### config.mk
export PLATFORM = sky130hd
export DESIGN_NAME = uart_tx_param
export DESIGN_NICKNAME = d
export VERILOG_FILES = /design/src/rtl/uart_pkg.sv /design/src/rtl/uart_tx_fifo.sv /design/src/rtl/uart_tx_param.sv
export SDC_FILE = /design/constraint.sdc
export NUM_CORES = 1
export LEC_CHECK = 0
export ABC_AREA = 1
export BUFFER_PORTS_ARGS = -buffer_cell sky130_fd_sc_hd__buf_2
export CAP_MARGIN = 40
export CORE_ASPECT_RATIO = 0.8
export CORE_MARGIN = 3
export CORE_UTILIZATION = 35
export CTS_CLUSTER_SIZE = 28
export DETAILED_ROUTE_END_ITERATION = 8
export PLACE_DENSITY = 0.62
export SLEW_MARGIN = 20
export SYNTH_ARGS = -nofsm -noshare
export SYNTH_HDL_FRONTEND = slang
export SYNTH_SLANG_ARGS = --single-unit
### constraint.sdc
create_clock -name clk -period 7.9 [get_ports clk]
set_input_delay 0.395 -clock clk [delete_from_list [all_inputs] [get_ports clk]]
set_output_delay 0.395 -clock clk [all_outputs]
set_load 0.005 [all_outputs]
### src/rtl/uart_pkg.sv
// uart_pkg: definitions shared by the UART transmitter and the future receiver.
//   PAR_NONE / PAR_ODD / PAR_EVEN : parity_type encodings (2'b11 also means none)
//   tx_state_t                    : transmit FSM states with fixed encodings
//   parity_enabled()              : true when a parity bit follows the data bits
package uart_pkg;

    localparam logic [1:0] PAR_NONE = 2'b00;
    localparam logic [1:0] PAR_ODD  = 2'b01;
    localparam logic [1:0] PAR_EVEN = 2'b10;

    typedef enum logic [2:0] {
        IDLE   = 3'd0,
        START  = 3'd1,
        DATA   = 3'd2,
        PARITY = 3'd3,
        STOP   = 3'd4
    } tx_state_t;

    function automatic logic parity_enabled(input logic [1:0] ptype);
        return (ptype == PAR_ODD) || (ptype == PAR_EVEN);
    endfunction

endpackage

### src/rtl/uart_tx_fifo.sv
// uart_tx_fifo: synchronous FIFO buffering words for the UART transmitter.
//   clk, reset      : clock, asynchronous active-low reset (flushes pointers/count)
//   push, push_data : write request; ignored while full
//   pop, pop_data   : read request; pop_data shows the oldest word (ignored while empty)
//   count           : words held, 0..FIFO_DEPTH
//   full, empty     : occupancy flags decoded from count
module uart_tx_fifo #(
    parameter int DATA_W     = 8,
    parameter int FIFO_DEPTH = 4
) (
    input  logic                          clk,
    input  logic                          reset,
    input  logic                          push,
    input  logic [DATA_W-1:0]             push_data,
    input  logic                          pop,
    output logic [DATA_W-1:0]             pop_data,
    output logic [$clog2(FIFO_DEPTH):0]   count,
    output logic                          full,
    output logic                          empty
);

    localparam int AW = $clog2(FIFO_DEPTH);
    localparam int CW = AW + 1;

    logic [DATA_W-1:0] mem [FIFO_DEPTH];
    logic [AW-1:0]     wr_ptr;
    logic [AW-1:0]     rd_ptr;
    logic              do_push;
    logic              do_pop;

    assign full     = (count == CW'(FIFO_DEPTH));
    assign empty    = (count == '0);
    assign do_push  = push && !full;
    assign do_pop   = pop && !empty;
    assign pop_data = mem[rd_ptr];

    // Storage is not reset; the flushed pointers/count make stale contents unreachable.
    always_ff @(posedge clk) begin
        if (do_push) begin
            mem[wr_ptr] <= push_data;
        end
    end

    // Pointers are exactly AW bits wide, so a power-of-two depth wraps for free.
    always_ff @(posedge clk or negedge reset) begin
        if (!reset) begin
            wr_ptr <= '0;
            rd_ptr <= '0;
            count  <= '0;
        end else begin
            if (do_push) begin
                wr_ptr <= wr_ptr + 1'b1;
            end
            if (do_pop) begin
                rd_ptr <= rd_ptr + 1'b1;
            end
            case ({do_push, do_pop})
                2'b10:   count <= count + 1'b1;
                2'b01:   count <= count - 1'b1;
                default: count <= count;
            endcase
        end
    end

endmodule

### src/rtl/uart_tx_param.sv
// uart_tx_param: parametrised UART transmitter with an input FIFO.
//   clk, reset   : clock, asynchronous active-low reset (aborts any frame)
//   data_in      : word to send, LSB first; pushed when data_valid && data_ready
//   data_valid   : push request
//   data_ready   : FIFO not full (decoded from the registered count)
//   parity_type  : 00 none, 01 odd, 10 even, 11 none; latched at frame load
//   stop_two     : 0 one stop bit, 1 two stop bits; latched at frame load
//   baud_div     : clk cycles per bit (0 acts as 1); latched at frame load
//   data_tx      : serial line, idle high
//   active_flag  : high while a frame is on the line
//   done_flag    : one-cycle pulse on the last cycle boundary of each frame
//   fifo_count   : words currently buffered
module uart_tx_param
    import uart_pkg::*;
#(
    parameter int DATA_W     = 8,
    parameter int FIFO_DEPTH = 4,
    parameter int DIV_W      = 16
) (
    input  logic                          clk,
    input  logic                          reset,
    input  logic [DATA_W-1:0]             data_in,
    input  logic                          data_valid,
    output logic                          data_ready,
    input  logic [1:0]                    parity_type,
    input  logic                          stop_two,
    input  logic [DIV_W-1:0]              baud_div,
    output logic                          data_tx,
    output logic                          active_flag,
    output logic                          done_flag,
    output logic [$clog2(FIFO_DEPTH):0]   fifo_count
);

    localparam int IW = $clog2(DATA_W);
    localparam logic [IW-1:0] LAST_BIT = IW'(DATA_W - 1);

    tx_state_t         state;
    logic [DIV_W-1:0]  baud_cnt;
    logic [DIV_W-1:0]  div_l;
    logic              par_en_l;
    logic              par_bit_l;
    logic              stop_two_l;
    logic [DATA_W-1:0] shift;
    logic [IW-1:0]     bit_idx;
    logic              stop_idx;

    logic [DATA_W-1:0] fifo_data;
    logic              fifo_full;
    logic              fifo_empty;
    logic              bit_end;
    logic              last_stop;
    logic              load;
    logic [DIV_W-1:0]  div_eff;

    uart_tx_fifo #(
        .DATA_W     (DATA_W),
        .FIFO_DEPTH (FIFO_DEPTH)
    ) u_fifo (
        .clk       (clk),
        .reset     (reset),
        .push      (data_valid),
        .push_data (data_in),
        .pop       (load),
        .pop_data  (fifo_data),
        .count     (fifo_count),
        .full      (fifo_full),
        .empty     (fifo_empty)
    );

    assign data_ready = !fifo_full;
    assign div_eff    = (baud_div == '0) ? DIV_W'(1) : baud_div;
    assign bit_end    = (state != IDLE) && (baud_cnt == div_l - 1'b1);
    assign last_stop  = (state == STOP) && bit_end && (stop_idx == stop_two_l);
    // A new frame loads from IDLE or straight out of the final stop bit, so
    // queued words go out with no idle bit between frames.
    assign load       = !fifo_empty && ((state == IDLE) || last_stop);

    always_ff @(posedge clk or negedge reset) begin
        if (!reset) begin
            state       <= IDLE;
            baud_cnt    <= '0;
            div_l       <= DIV_W'(1);
            par_en_l    <= 1'b0;
            par_bit_l   <= 1'b0;
            stop_two_l  <= 1'b0;
            shift       <= '0;
            bit_idx     <= '0;
            stop_idx    <= 1'b0;
            data_tx     <= 1'b1;
            active_flag <= 1'b0;
            done_flag   <= 1'b0;
        end else begin
            done_flag <= last_stop;

            if (state == IDLE || bit_end) begin
                baud_cnt <= '0;
            end else begin
                baud_cnt <= baud_cnt + 1'b1;
            end

            if (load) begin
                shift       <= fifo_data;
                div_l       <= div_eff;
                par_en_l    <= parity_enabled(parity_type);
                // Even parity is the data XOR; odd is its inverse.
                par_bit_l   <= (^fifo_data) ^ (parity_type == PAR_ODD);
                stop_two_l  <= stop_two;
                bit_idx     <= '0;
                stop_idx    <= 1'b0;
                state       <= START;
                data_tx     <= 1'b0;
                active_flag <= 1'b1;
            end else begin
                case (state)
                    START: begin
                        if (bit_end) begin
                            state   <= DATA;
                            bit_idx <= '0;
                            data_tx <= shift[0];
                        end
                    end
                    DATA: begin
                        if (bit_end) begin
                            if (bit_idx == LAST_BIT) begin
                                if (par_en_l) begin
                                    state   <= PARITY;
                                    data_tx <= par_bit_l;
                                end else begin
                                    state    <= STOP;
                                    stop_idx <= 1'b0;
                                    data_tx  <= 1'b1;
                                end
                            end else begin
                                shift   <= shift >> 1;
                                bit_idx <= bit_idx + 1'b1;
                                data_tx <= shift[1];
                            end
                        end
                    end
                    PARITY: begin
                        if (bit_end) begin
                            state    <= STOP;
                            stop_idx <= 1'b0;
                            data_tx  <= 1'b1;
                        end
                    end
                    STOP: begin
                        if (bit_end) begin
                            if (stop_idx == stop_two_l) begin
                                state       <= IDLE;
                                data_tx     <= 1'b1;
                                active_flag <= 1'b0;
                            end else begin
                                stop_idx <= 1'b1;
                            end
                        end
                    end
                    default: begin
                        data_tx <= 1'b1;
                    end
                endcase
            end
        end
    end

endmodule
==> results.yml <==
worst_setup_path:
  cp_max_fo: 6
  crit_arrival_ns: 3.32
  start_kind: "flop"
  ff2ff_setup_slack_ns: 4.81
  cp.required_ns: 8.14
  crit_path_start: "div_l[0]"
  rr_startpoint: "div_l[0]"
  rr_worst_depth: 19
  end_kind: "flop"
  worst-setup-path-type: "flop to flop"
  r2r_end: "u_fifo.count[2]"
grt:
  grt_max_degree: 61
  antenna_found_initial: 0
  grt_pass1_vias: 4153
  grt_remaining_overflow: 0
  grt.total_usage_pct: 15.6
  grt_pass1_wl_um: 20200
die:
  die_area_um2: 16200
  die_h_um: 115
  num_rows: 39
  core_region_area_um2: 14300
  die_w_um: 142
  initial_core_util_pct: 35.9
  pin_count: 37
job:
  maxCapViolCount: 0
clock_tree:
  postCtsSetupRepairBufs: 0
  cts-root-buf: "clkbuf_16"
  htree_levels: 3
  cts_tree: "yes"
  cts_inserted_buffers: 9
  clock_path_buffers: 2
  clk_pin_slew_ns: 0.07
  clock_sinks: 92
  postCtsHoldBufs: 0
  insertion_delay_ns: 0.35
  ctsResizeCount: 0
synthesis:
  ys_seq_elements: 92
  synth_edf_count: 32
  synth_nets: 666
  syn_avg_cell_area_um2: 8.25
  async_flop_share_pct: 65.2
  synth_warnings: 0
  synth_cell_types: 45
  ys_seq_area_share_pct: 47.8
  synthFlopType: "dfrtp_1"
  syn-cell-area_um2: 5160
  synthCells: 625
detailed_routing:
  viasPerCell: 4.85
  drt-wirelength-per-cell_um: 13.9
  postRouteAntennaNets: 0
  via_count: 4159
  drt_iter0_drc: 261
  post-route-drc-count: 0
  dr.pass1.iters: 4
  drt_wl_total_um: 11900
pwr:
  p_per_area_nw_per_um2: 402
  ir_drop_v: 0.000144
  totalPowerFinal_w: 0.00235
  leakagePower_nw: 2.72
finish:
  nets: 709
  syn_to_final_growth_pct: 13.7
  layout.cells.non_filler: 857
  diodes: 0
  fillers: 1447
  drive_gt1_share_pct: 12.9
  multi_input_area_um2: 2350
  seq_area_um2: 2460
placed_design:
  portBuffers: 36
  dp_hpwl_um: 8870
  dp_cells: 837
  finalWeightedCongestion: 0.846
sta:
  max_freq_mhz: 324
  relSlewSlack_pct: 48.1
  rsz0062_at_grt: "no"
  finalHoldViolations: 0
  setup_viol: 0
  worst_slew_pin_slew_ns: 0.776
  tns_ns: 0
  post-route-min-period_ns: 3.09
  period_share_pct: 39.1
  skew_ns: 0.00967
  holdWs_ns: 0.247
  slew_viol_final: 0
min_path:
  min_to: "stop_two_l"
  holdPathStages: 3
  hold_class: "primary input to flop"
  min_from: "stop_two"
status:
  outcome: "completed"
==> flip-flops by register name, summed over array words and instances (netlist names) <==
signal,cells
par_bit_l,1
u_fifo.wr_ptr,2
par_en_l,1
shift,8
stop_idx,1
state,3
active_flag,1
done_flag,1
u_fifo.mem,32
div_l,16
u_fifo.count,3
data_tx,1
baud_cnt,16
stop_two_l,1
u_fifo.rd_ptr,2
bit_idx,3
==> worst max-delay path, cell delays in order (launching register included) <==
cell and delay [ns]:
dfstp_2 0.56, inv_2 0.08, ha_1 0.27, nand2_1 0.09, nor2_1 0.06, nand3_1 0.10
nand2_1 0.05, nand2_1 0.08, inv_2 0.04, nor2_1 0.07, nand2_1 0.05, nor2_1 0.15
nand4_2 0.13, a21oi_2 0.20, ha_1 0.16, inv_1 0.07, fa_1 0.37, a21oi_1 0.15
o21ai_0 0.13, xnor2_1 0.15
==> cell type report <==
type,instances,area share [%]
Clock inverter,7,1.13
Inverter,72,4.61
Tap cell,184,3.93
Clock buffer,9,3.84
Timing Repair Buffer,43,4.36
Sequential cell,92,42.1
Multi-Input combinational cell,450,40.1
==> per-layer routing <==
metal  routed length [µm]  vias to the layer above  GRT usage, %  part of all wire [%]
li1                     -                     2112             -                     -
met1                 5710                     1963          20.4                    48
met2                 5580                       73          26.0                    47
met3                  465                       11          4.09                   3.9
met4                  150                        0          3.52                   1.3
met5                    0                        -             0                     0
==> cells in the final DEF, fill, tap and decap left out, drive strengths merged, types with 15 or more instances in the layout <==
cell type  count
a21oi         15
buf           42
dfrtp         58
edfxtp        32
inv           76
nand2        201
nand3         38
nor2          73
o21ai         32
xor2          16
==> synth_stat cells (2+ instances only) <==
master    instances  area share, %
and3_1            3           0.36
dfstp_2           2            1.0
nand4_1          10            1.2
nor2_2            2           0.24
clkbuf_1          3           0.22
edfxtp_1         32             19
nand3b_1          3           0.44
nor2_1           65            4.7
nor2_4            6            1.3
buf_2             4           0.39
and2_1            2           0.24
buf_6             3           0.66
ha_1             10            2.4
dfrtp_1          58             28
nand3_1          37            3.6
a32o_1            3           0.58
inv_2             6           0.44
nor3_2            3           0.58
inv_1            65            4.7
o22ai_1           4           0.49
nor3_1            5           0.49
xor2_1           16            2.7
nor4_1            5           0.61
xnor2_1          12            2.0
o21ai_0          26            2.5
o21ai_1           6           0.58
nand2_1         196             14
a21oi_1          13            1.3
nor3b_1           6           0.87
nand2_4           4           0.87
==> power breakdown <==
group          internal (W)  switching, W
Combinational      0.000404      0.000739
Sequential         0.000648      0.000133
Clock              0.000223      0.000207
Total               0.00127       0.00108
==> how the worst max path moves through the flow <==
stage / endpoint / cells past startpoint
floorplan: u_fifo.count[2] / 20
global placement: u_fifo.count[2] / 15
detailed placement: u_fifo.count[2] / 19
CTS: u_fifo.count[2] / 19
global route: u_fifo.count[2] / 19
finish: u_fifo.count[2] / 19
==> logic make-up after synthesis <==
family,Yosys count,synth area share (%)
xor+xnor,28,4.76
fa+ha+maj,11,2.81
compound gates,59,7.04
simple gates,352,30.9
buf+inv,83,6.65
flops,92,47.8
==> stage by stage <==
stage	worst slack, ns	cell area (µm²)	util [%]
6_report	4.81	5860	40.9
5_1_grt	4.52	5860	40.9
4_1_cts	4.80	5810	40.5
3_5_place_dp	4.82	5520	38.5
3_3_place_gp	4.91	5510	38.4
2_1_floorplan	4.87	5160	-
Note: power is estimated with default switching activity, not from simulation.
